### config.mk
export PLATFORM = sky130hd
export DESIGN_NAME = dual_rail_value_extract
export DESIGN_NICKNAME = d
export VERILOG_FILES = /design/src/rtl/dual_rail_value_extract.sv
export SDC_FILE = /design/constraint.sdc
export NUM_CORES = 1
export LEC_CHECK = 0
export ABC_AREA = 1
export BUFFER_PORTS_ARGS = -buffer_cell sky130_fd_sc_hd__buf_2
export CAP_MARGIN = 30
export CORE_AREA = 2 2 39 41
export CTS_BUF_LIST = sky130_fd_sc_hd__clkbuf_2
export DETAILED_ROUTE_END_ITERATION = 6
export DIE_AREA = 0 0 41 43
export HOLD_SLACK_MARGIN = 0.06
export PLACE_DENSITY = 0.51
export SETUP_SLACK_MARGIN = 0.05
export SLEW_MARGIN = 20
export SYNTH_ARGS = -nofsm -noshare
export SYNTH_HDL_FRONTEND = slang
export SYNTH_SLANG_ARGS = --single-unit
### constraint.sdc
create_clock -name clk -period 1.3 [get_ports clk]
set_clock_uncertainty 0.1 [all_clocks]
set_input_delay 0 -clock clk [delete_from_list [all_inputs] [get_ports clk]]
set_output_delay 0 -clock clk [all_outputs]
set_load 0.05 [all_outputs]
### src/rtl/dual_rail_value_extract.sv
// Dual-rail link receiver: synchronizes a two-phase or four-phase link, decodes the word and drives a valid/ready output.
// Optional protocol-error checking is built only when DUAL_RAIL_ERR_CHECK_EN is defined.
module dual_rail_value_extract #(
  parameter     ENC   = "TP",
  parameter int WIDTH = 1
) (
  input  logic                  clk,
  input  logic                  rst,
  input  logic [WIDTH-1:0][1:0] in,
  output logic                  ack,
  output logic [WIDTH-1:0]      data,
  output logic                  valid,
  input  logic                  ready,
  output logic                  err
);

  localparam logic IS_FP = (ENC == "FP") ? 1'b1 : 1'b0;

  localparam logic [1:0] S_WAIT = 2'd0;
  localparam logic [1:0] S_HOLD = 2'd1;
  localparam logic [1:0] S_RTZ  = 2'd2;

  logic [WIDTH-1:0][1:0] r_sync1;
  logic [WIDTH-1:0][1:0] r_sync2;
  logic [WIDTH-1:0][1:0] r_ref;
  logic [1:0]            r_state;
  logic                  r_valid;
  logic                  r_ack;
  logic [WIDTH-1:0]      r_data;

  logic [WIDTH-1:0][1:0] w_cmp;
  logic [WIDTH-1:0]      w_bit_done;
  logic [WIDTH-1:0]      w_bit_val;
  logic                  w_word_done;
  logic                  w_rails_zero;

  // Two-flop synchronizer on every rail; nothing else looks at the raw link.
  always_ff @(posedge clk) begin
    if (rst) begin
      r_sync1 <= '0;
      r_sync2 <= '0;
    end else begin
      r_sync1 <= in;
      r_sync2 <= r_sync1;
    end
  end

  // In two-phase mode a rail "fires" when it differs from its reference copy.
  assign w_cmp = IS_FP ? r_sync2 : (r_sync2 ^ r_ref);

  // Per-bit completion: exactly one rail fired; the value comes from rail [1].
  always_comb begin
    w_bit_done = '0;
    w_bit_val  = '0;
    for (int i = 0; i < WIDTH; i++) begin
      w_bit_done[i] = w_cmp[i][1] ^ w_cmp[i][0];
      w_bit_val[i]  = w_cmp[i][1];
    end
  end

  assign w_word_done  = &w_bit_done;
  assign w_rails_zero = (r_sync2 == '0);

  // Handshake state machine: capture a complete word, hold it, acknowledge the sender.
  always_ff @(posedge clk) begin
    if (rst) begin
      r_state <= S_WAIT;
      r_valid <= 1'b0;
      r_data  <= '0;
      r_ack   <= 1'b0;
      r_ref   <= '0;
    end else begin
      case (r_state)
        S_WAIT: begin
          if (w_word_done) begin
            r_state <= S_HOLD;
            r_valid <= 1'b1;
            r_data  <= w_bit_val;
          end
        end
        S_HOLD: begin
          if (ready) begin
            r_valid <= 1'b0;
            if (IS_FP) begin
              r_ack   <= 1'b1;
              r_state <= S_RTZ;
            end else begin
              r_ack   <= ~r_ack;
              r_ref   <= r_sync2;
              r_state <= S_WAIT;
            end
          end
        end
        S_RTZ: begin
          if (w_rails_zero) begin
            r_ack   <= 1'b0;
            r_state <= S_WAIT;
          end
        end
        default: begin
          r_state <= S_WAIT;
          r_valid <= 1'b0;
          r_ack   <= 1'b0;
        end
      endcase
    end
  end

  assign ack   = r_ack;
  assign data  = r_data;
  assign valid = r_valid;

`ifdef DUAL_RAIL_ERR_CHECK_EN
  logic [WIDTH-1:0]      w_bit_bad;
  logic [WIDTH-1:0][1:0] r_prev;
  logic                  r_err;

  // A bit with both rails fired is illegal in either encoding.
  always_comb begin
    w_bit_bad = '0;
    for (int i = 0; i < WIDTH; i++) begin
      w_bit_bad[i] = w_cmp[i][1] & w_cmp[i][0];
    end
  end

  // Sticky error: illegal rail pair, or any rail moving while a word is held.
  always_ff @(posedge clk) begin
    if (rst) begin
      r_prev <= '0;
      r_err  <= 1'b0;
    end else begin
      r_prev <= r_sync2;
      if ((|w_bit_bad) || ((r_state == S_HOLD) && (r_sync2 != r_prev))) begin
        r_err <= 1'b1;
      end
    end
  end

  assign err = r_err;
`else
  assign err = 1'b0;
`endif

endmodule

After elaboration in Yosys (flattened, before gate mapping)
Cells that the tools add are included.

word-level totals
  bits in registers = 11
  word-level logic and storage cells = 34
  bits of input ports = 5

operators by class
  equal/unequal tests = 5
  multiplexer cells = 10
  bitwise gates (word level) = 5
  reductions and logical operators = 7

operator list
  cell                                           number
  AND reduction 3 bit                            3
  2-to-1 mux 2 bit                               3
  inequality test 2 bit, second input constant   3
  case mux 1 bit (3 select lines)                2
  case mux 2 bit (3 select lines)                1
  logical NOT 2 bit                              2
  2-to-1 mux 1 bit                               4
  AND reduction 2 bit                            2
  inverter 1 bit                                 3
  == test 2 x 1 -> 1 bit, second input constant  1
  == test 2 bit, second input constant           1
  bitwise XOR 2 bit                              1
  bitwise XOR 1 bit                              1

Logic depth before layout (Yosys ltp)
Gate-level depths: netlist (run 1).

  word-level depth = 4
  depth in mapped cells = 7
  mapped depth without buffers = 7

Worst setup path before layout (run 1)
OpenSTA, ideal clock, no wires.

  kind = register to register
  from = register valid (netlist name)
  to = register r_valid, in the netlist valid
  arrival time = 1.118 ns
  cell stages (with the launch flop) = 4
  data required time = 1.134 ns
  period minus slack after synthesis = 1.284 ns
  path slack = 0.016 ns
  cells stage by stage = dfxtp_1 -> inv_1 -> or2_1 -> a21oi_2

RTL lines
  element                 line  source
  end signal: assignment  68    r_valid <= 1'b0;
  end signal: assignment  77    r_valid <= 1'b1;
  end signal: assignment  83    r_valid <= 1'b0;
  end: declaration        27    logic r_valid;

Worst setup path after layout (run 1)
  from = input port in[1] (netlist name)
  to = register r_sync1[1] (netlist name)

RTL lines
  element                 line  source
  start: declaration      9     input logic [WIDTH-1:0][1:0] in,
  end signal: assignment  43    r_sync1 <= in;
  end: declaration        23    logic [WIDTH-1:0][1:0] r_sync1;

No word-level cell between the ends.

==> results_dict.tcl, run 1 <==
set metrics [dict create \
    cp_common_cell "dlygate4sd3_1" \
    syn-num-nets 57 \
    holdWs_ps 306 \
    cpLargestDelayFamily "buffers and inverters" \
    hpwl_um 451 \
    hp-class "reg -> reg" \
    seq_area_frac_synth_pct 46.5 \
    grt.total_usage_pct 11.0 \
    rsz0062_at_grt "false" \
    worstPathCellList "dlygate4sd3_1, buf_2, inv_1, nor2_1, dlygate4sd3_1" \
    clockBufferDepth 2 \
    hold_violations 0 \
    setup_tns_ps 0 \
    drv_cap 0 \
    p_comb_share_pct 22.1 \
    r2r-end "data" \
    io_buffers 7 \
    min_to "r_sync2[1]" \
    max_freq_mhz 829 \
    ant_nets 0 \
    dieHeight_um 43 \
    syn_inst 52 \
    arrival_ps 1260 \
    cts_resized 0 \
    num_vias 339 \
    antenna_cells 0 \
    grt_overflow 0 \
    final_common_cell "nand2_1" \
    cts_tree "done" \
    instances_no_fill 83 \
    cp.required_ps 1350 \
    die_width_um 41 \
    htreeDepth 1 \
    finalPower_uw 625 \
    yosys_register_bits 9 \
    dieArea_um2 1760 \
    drc_errors 0 \
    reg2regPathDepth 7 \
    syn_area_per_cell_um2 7.46 \
    run_status "finished, final reports clean" \
    synth_cell_types 15 \
    r2r_setup_slack_ps 230 \
    p_int_uw 415 \
    final_cell_mix "15 x nand2_1, 8 x dfxtp_1, 7 x inv_1, 7 x nor2_1, 7 x buf_2" \
    worst_r2r_startpoint "r_sync2[0]" \
    pwr-share-clk_pct 28.3 \
    grt_pass1_vias 294 \
    whs_path_depth 2 \
    p_seq_share_pct 49.6 \
    critPathMaxStageDelay_ps 540 \
    drive_gt1_share_pct 26.9 \
    num_io_pins 9 \
    drtIter0Drc 3 \
    crit_path_end_kind "flip-flop" \
    p_leak_nw 0.251 \
    cp_max_fo 1 \
    cts_buffers 3 \
    drt_wl_total_um 676 \
    initial_core_util_pct 28.0 \
    criticalPathCategory "in -> reg" \
    slowest_stage "dlygate4sd3_1" \
    multi_input_area_um2 155 \
    ir_drop_mv 0.559 \
    yosys_warnings 0 \
    synthToLayoutAreaGrowth_pct 30.3 \
    p_switching_uw 210 \
    path_buf_inv 4 \
    row_count 14 \
    dp.cells 73 \
    cts_num_sinks 9 \
    slew_violations 0 \
    regArea_um2 181 \
    layout.nets 73 \
    root_buffer "clkbuf_2" \
    via_per_inst 4.08 \
    clk_latency_ps 250 \
    fillers 146 \
    gp_congestion 0.618 \
    grt_pass1_wl_um 1210 \
    worstHoldStart "r_sync1[1]" \
    core_area_um2 1380 \
    min_period_over_period_pct 92.8 \
    p_per_area_nw_per_um2 1240 \
    min_period_ps 1210 \
    routedWlPerCell_um 8.14 \
    grt_max_degree 8 \
    switching_share_pct 33.7 \
    firstDrtPassIters 4 \
    antenna_found_initial 0 \
    setup_viol 0 \
    path_clk_slew_ps 100 \
    start_kind "primary input" \
    netlist_area_um2 388 \
]
==> final cells by class <==
| cell class | count | share of cell area, % |
|---|---|---|
| timing repair buffer | 13 | 18.8 |
| tap | 16 | 3.96 |
| clock buffer | 3 | 2.97 |
| inverter | 9 | 6.68 |
| clock inverter | 1 | 0.990 |
| multi-input combinational | 32 | 30.7 |
| sequential | 9 | 35.9 |
==> worst max path at each step <==
stage                         from    endpoint  slack [ps]  cells past startpoint
after global routing         in[1]  r_sync1[1]         100                      5
after detailed placement  r_ref[1]        data         260                      7
after global placement    r_ref[1]        data         280                      7
after CTS                    in[1]  r_sync1[1]         110                      5
final                        in[1]  r_sync1[1]          90                      5
after floorplan              valid       valid         200                      3
==> metal layers <==
metal	global-route usage, %	part of all wire [%]	up-vias
li1	-	-	182
met2	15.0	45	10
met1	12.0	49	147
met4	6.00	0	0
met5	0	0	-
met3	7.85	6.1	0
==> flip-flops by register name (all words and copies together) (netlist names) <==
signal and flops:
ack 1, data 1, r_ref 2, r_sync1 2, r_sync2 2, valid 1
==> metrics by stage <==
step                      utilization [%]  setup WS, ps  area, um2
after floorplan                         -           199        389
after global routing                 36.5          99.0        505
final                                36.5          93.4        505
after CTS                            36.5           112        505
after global placement               30.7           278        425
after detailed placement             30.7           259        425
==> Yosys cell counts, drive strengths merged <==
cell type   n  area (um2)
a211oi      2        15.0
a21oi       2        17.5
buf         2        18.8
conb        1        3.75
dfxtp       9         180
inv         9        33.8
nand2      16        62.6
nand3       2        15.0
nor2        7        26.3
or2         1        6.26
xor2        1        8.76
==> power by group through the flow <==
stage / logic, mW / registers [mW] / clock network, mW
6_report: 0.138 / 0.310 / 0.177
5_1_grt: 0.152 / 0.314 / 0.216
4_1_cts: 0.139 / 0.310 / 0.189
3_5_place_dp: 0.125 / 0.317 / 0
3_3_place_gp: 0.123 / 0.316 / 0
2_1_floorplan: 0.0702 / 0.349 / 0
==> timing repair <==
item	in CTS	in global routing
buffers inserted	0	0
hold buffers	6	0
endpoints found under the hold margin	9	0
==> cells by family (layout without fill, tap and decap cells) <==
logic type             Yosys count  in the layout  synth area share [%]
AND/OR/NAND/NOR                 26             26                  28.4
buffers and inverters           11             26                  13.6
flip-flops                       9              9                  46.5
AO/OA/AOI/OAI                    4              4                  8.39
other                            1              1                 0.967
XOR/XNOR                         1              1                  2.26
==> tightest hold or removal path, cell delays in order, from the launching register on <==
cell and delay, ps:
dfxtp_1 310, inv_1 40, nor2_1 30
(Power assumes the default switching activity.)
==> inputs of run 2 (changes only) <==
BUFFER_PORTS_ARGS = -buffer_cell sky130_fd_sc_hd__clkbuf_2   (was -buffer_cell sky130_fd_sc_hd__buf_2)
==> results_dict.tcl, run 2 (same netlist as run 1, synthesis figures left out) <==
set metrics [dict create \
    cts_tree "done" \
    layout.nets 73 \
    p_leak_nw 0.250 \
    rsz0062_at_grt "false" \
    dr.max_layer_used "met4" \
    dieArea_um2 1760 \
    num_io_pins 9 \
    ant_nets 0 \
    start_kind "primary input" \
    max_freq_mhz 817 \
    wl_met3_um 22 \
    io_buffers 7 \
    final_common_cell "nand2_1" \
    drtIter0Drc 3 \
    multi_input_area_um2 155 \
    min_period_over_period_pct 94.1 \
    regArea_um2 181 \
    final_cell_mix "15 x nand2_1, 11 x clkbuf_2, 8 x dfxtp_1" \
    dr_wl_met2_um 333 \
    drive_gt1_share_pct 26.9 \
    ir_drop_mv 0.432 \
    firstDrtPassIters 2 \
    cp_max_fo 1 \
    initial_core_util_pct 28.0 \
    core_area_um2 1380 \
    drv_cap 0 \
    gp_congestion 0.649 \
    drc_errors 0 \
    htreeDepth 1 \
    hpwl_um 452 \
    drt_wl_total_um 662 \
    row_count 14 \
    clockBufferDepth 2 \
    grt_max_degree 8 \
    num_vias 336 \
    cp.required_ps 1320 \
    top_regs "r_ref x2, r_sync1 x2, r_sync2 x2" \
    run_status "finished, final reports clean" \
    cts_buffers 3 \
    routedWlPerCell_um 7.98 \
    slew_violations 0 \
    antenna_found_initial 0 \
    grt_pass1_wl_um 1190 \
    arrival_ps 1250 \
    synthToLayoutAreaGrowth_pct 30.3 \
    grt.total_usage_pct 10.6 \
    setup_viol 0 \
    fillers 159 \
    grt_pass1_vias 331 \
    final_area_um2 505 \
    path_clk_slew_ps 80 \
    setup_tns_ps 0 \
    antenna_cells 0 \
    grt_overflow 0 \
    dieHeight_um 43 \
    root_buffer "clkbuf_2" \
    min_period_ps 1220 \
    hold_violations 0 \
    criticalPathCategory "in -> reg" \
    via_per_inst 4.05 \
    clk_latency_ps 230 \
    cts_setup_buffers 0 \
    wl_met1_um 285 \
    hp-class "reg -> reg" \
    crit_path_end_kind "flip-flop" \
    p_per_area_nw_per_um2 1220 \
    dpl_cell_area_um2 425 \
    cts_num_sinks 9 \
    die_width_um 41 \
]
-- run 2: worst paths after layout --
check | startpoint | endpoint | slack (ps) | cells after the start
max reg2reg | r_sync2[1] | data | 240 | 7
max | in[0] | r_sync1[0] | 80 | 5
min | r_sync1[1] | r_sync2[1] | 300 | 2
min reg2reg | r_sync1[1] | r_sync2[1] | 300 | 2
-- run 2: repair_timing --
action	in CTS	in global routing
resized for setup	0	0
hold endpoints to repair	9	0
hold buffers	6	0
setup endpoints to repair	0	0
-- run 2: layout make-up --
| class | count | share of cell area, % |
|---|---|---|
| timing repair buffer | 13 | 18.8 |
| inverter | 9 | 6.68 |
| multi-input combinational | 32 | 30.7 |
| tap | 16 | 3.96 |
| clock buffer | 4 | 3.96 |
| sequential | 9 | 35.9 |
-- run 2: per-layer routing --
| layer | GRT usage, % | vias to the layer above |
|---|---|---|
| li1 | - | 181 |
| met2 | 15.3 | 6 |
| met3 | 1.57 | 2 |
| met4 | 12.0 | 0 |
| met5 | 0 | - |
| met1 | 11.4 | 147 |
-- run 2: per-stage QoR --
step / power (mW) / util (%) / cells / hold slack, ps / setup slack (ps)
final: 0.616 / 36.5 / 83 / 304 / 76.7
after global routing: 0.672 / 36.5 / 83 / 332 / 84.1
after floorplan: 0.420 / - / 52 / 6.97 / 199
after global placement: 0.440 / 30.7 / 73 / 94.4 / 271
after CTS: 0.632 / 36.5 / 83 / 306 / 100
after detailed placement: 0.441 / 30.7 / 73 / 103 / 254
-- run 2: report_power, final --
group | total, mW | internal, mW | switching [mW]
clock network | 0.169 | 0.0818 | 0.0876
logic | 0.137 | 0.0477 | 0.0894
registers | 0.310 | 0.297 | 0.0128
total | 0.616 | 0.427 | 0.190
-- run 2: worst max-delay path: stages --
cell and delay [ps]:
dlygate4sd3_1 530, clkbuf_2 100, inv_1 40, nor2_1 30, dlygate4sd3_1 540
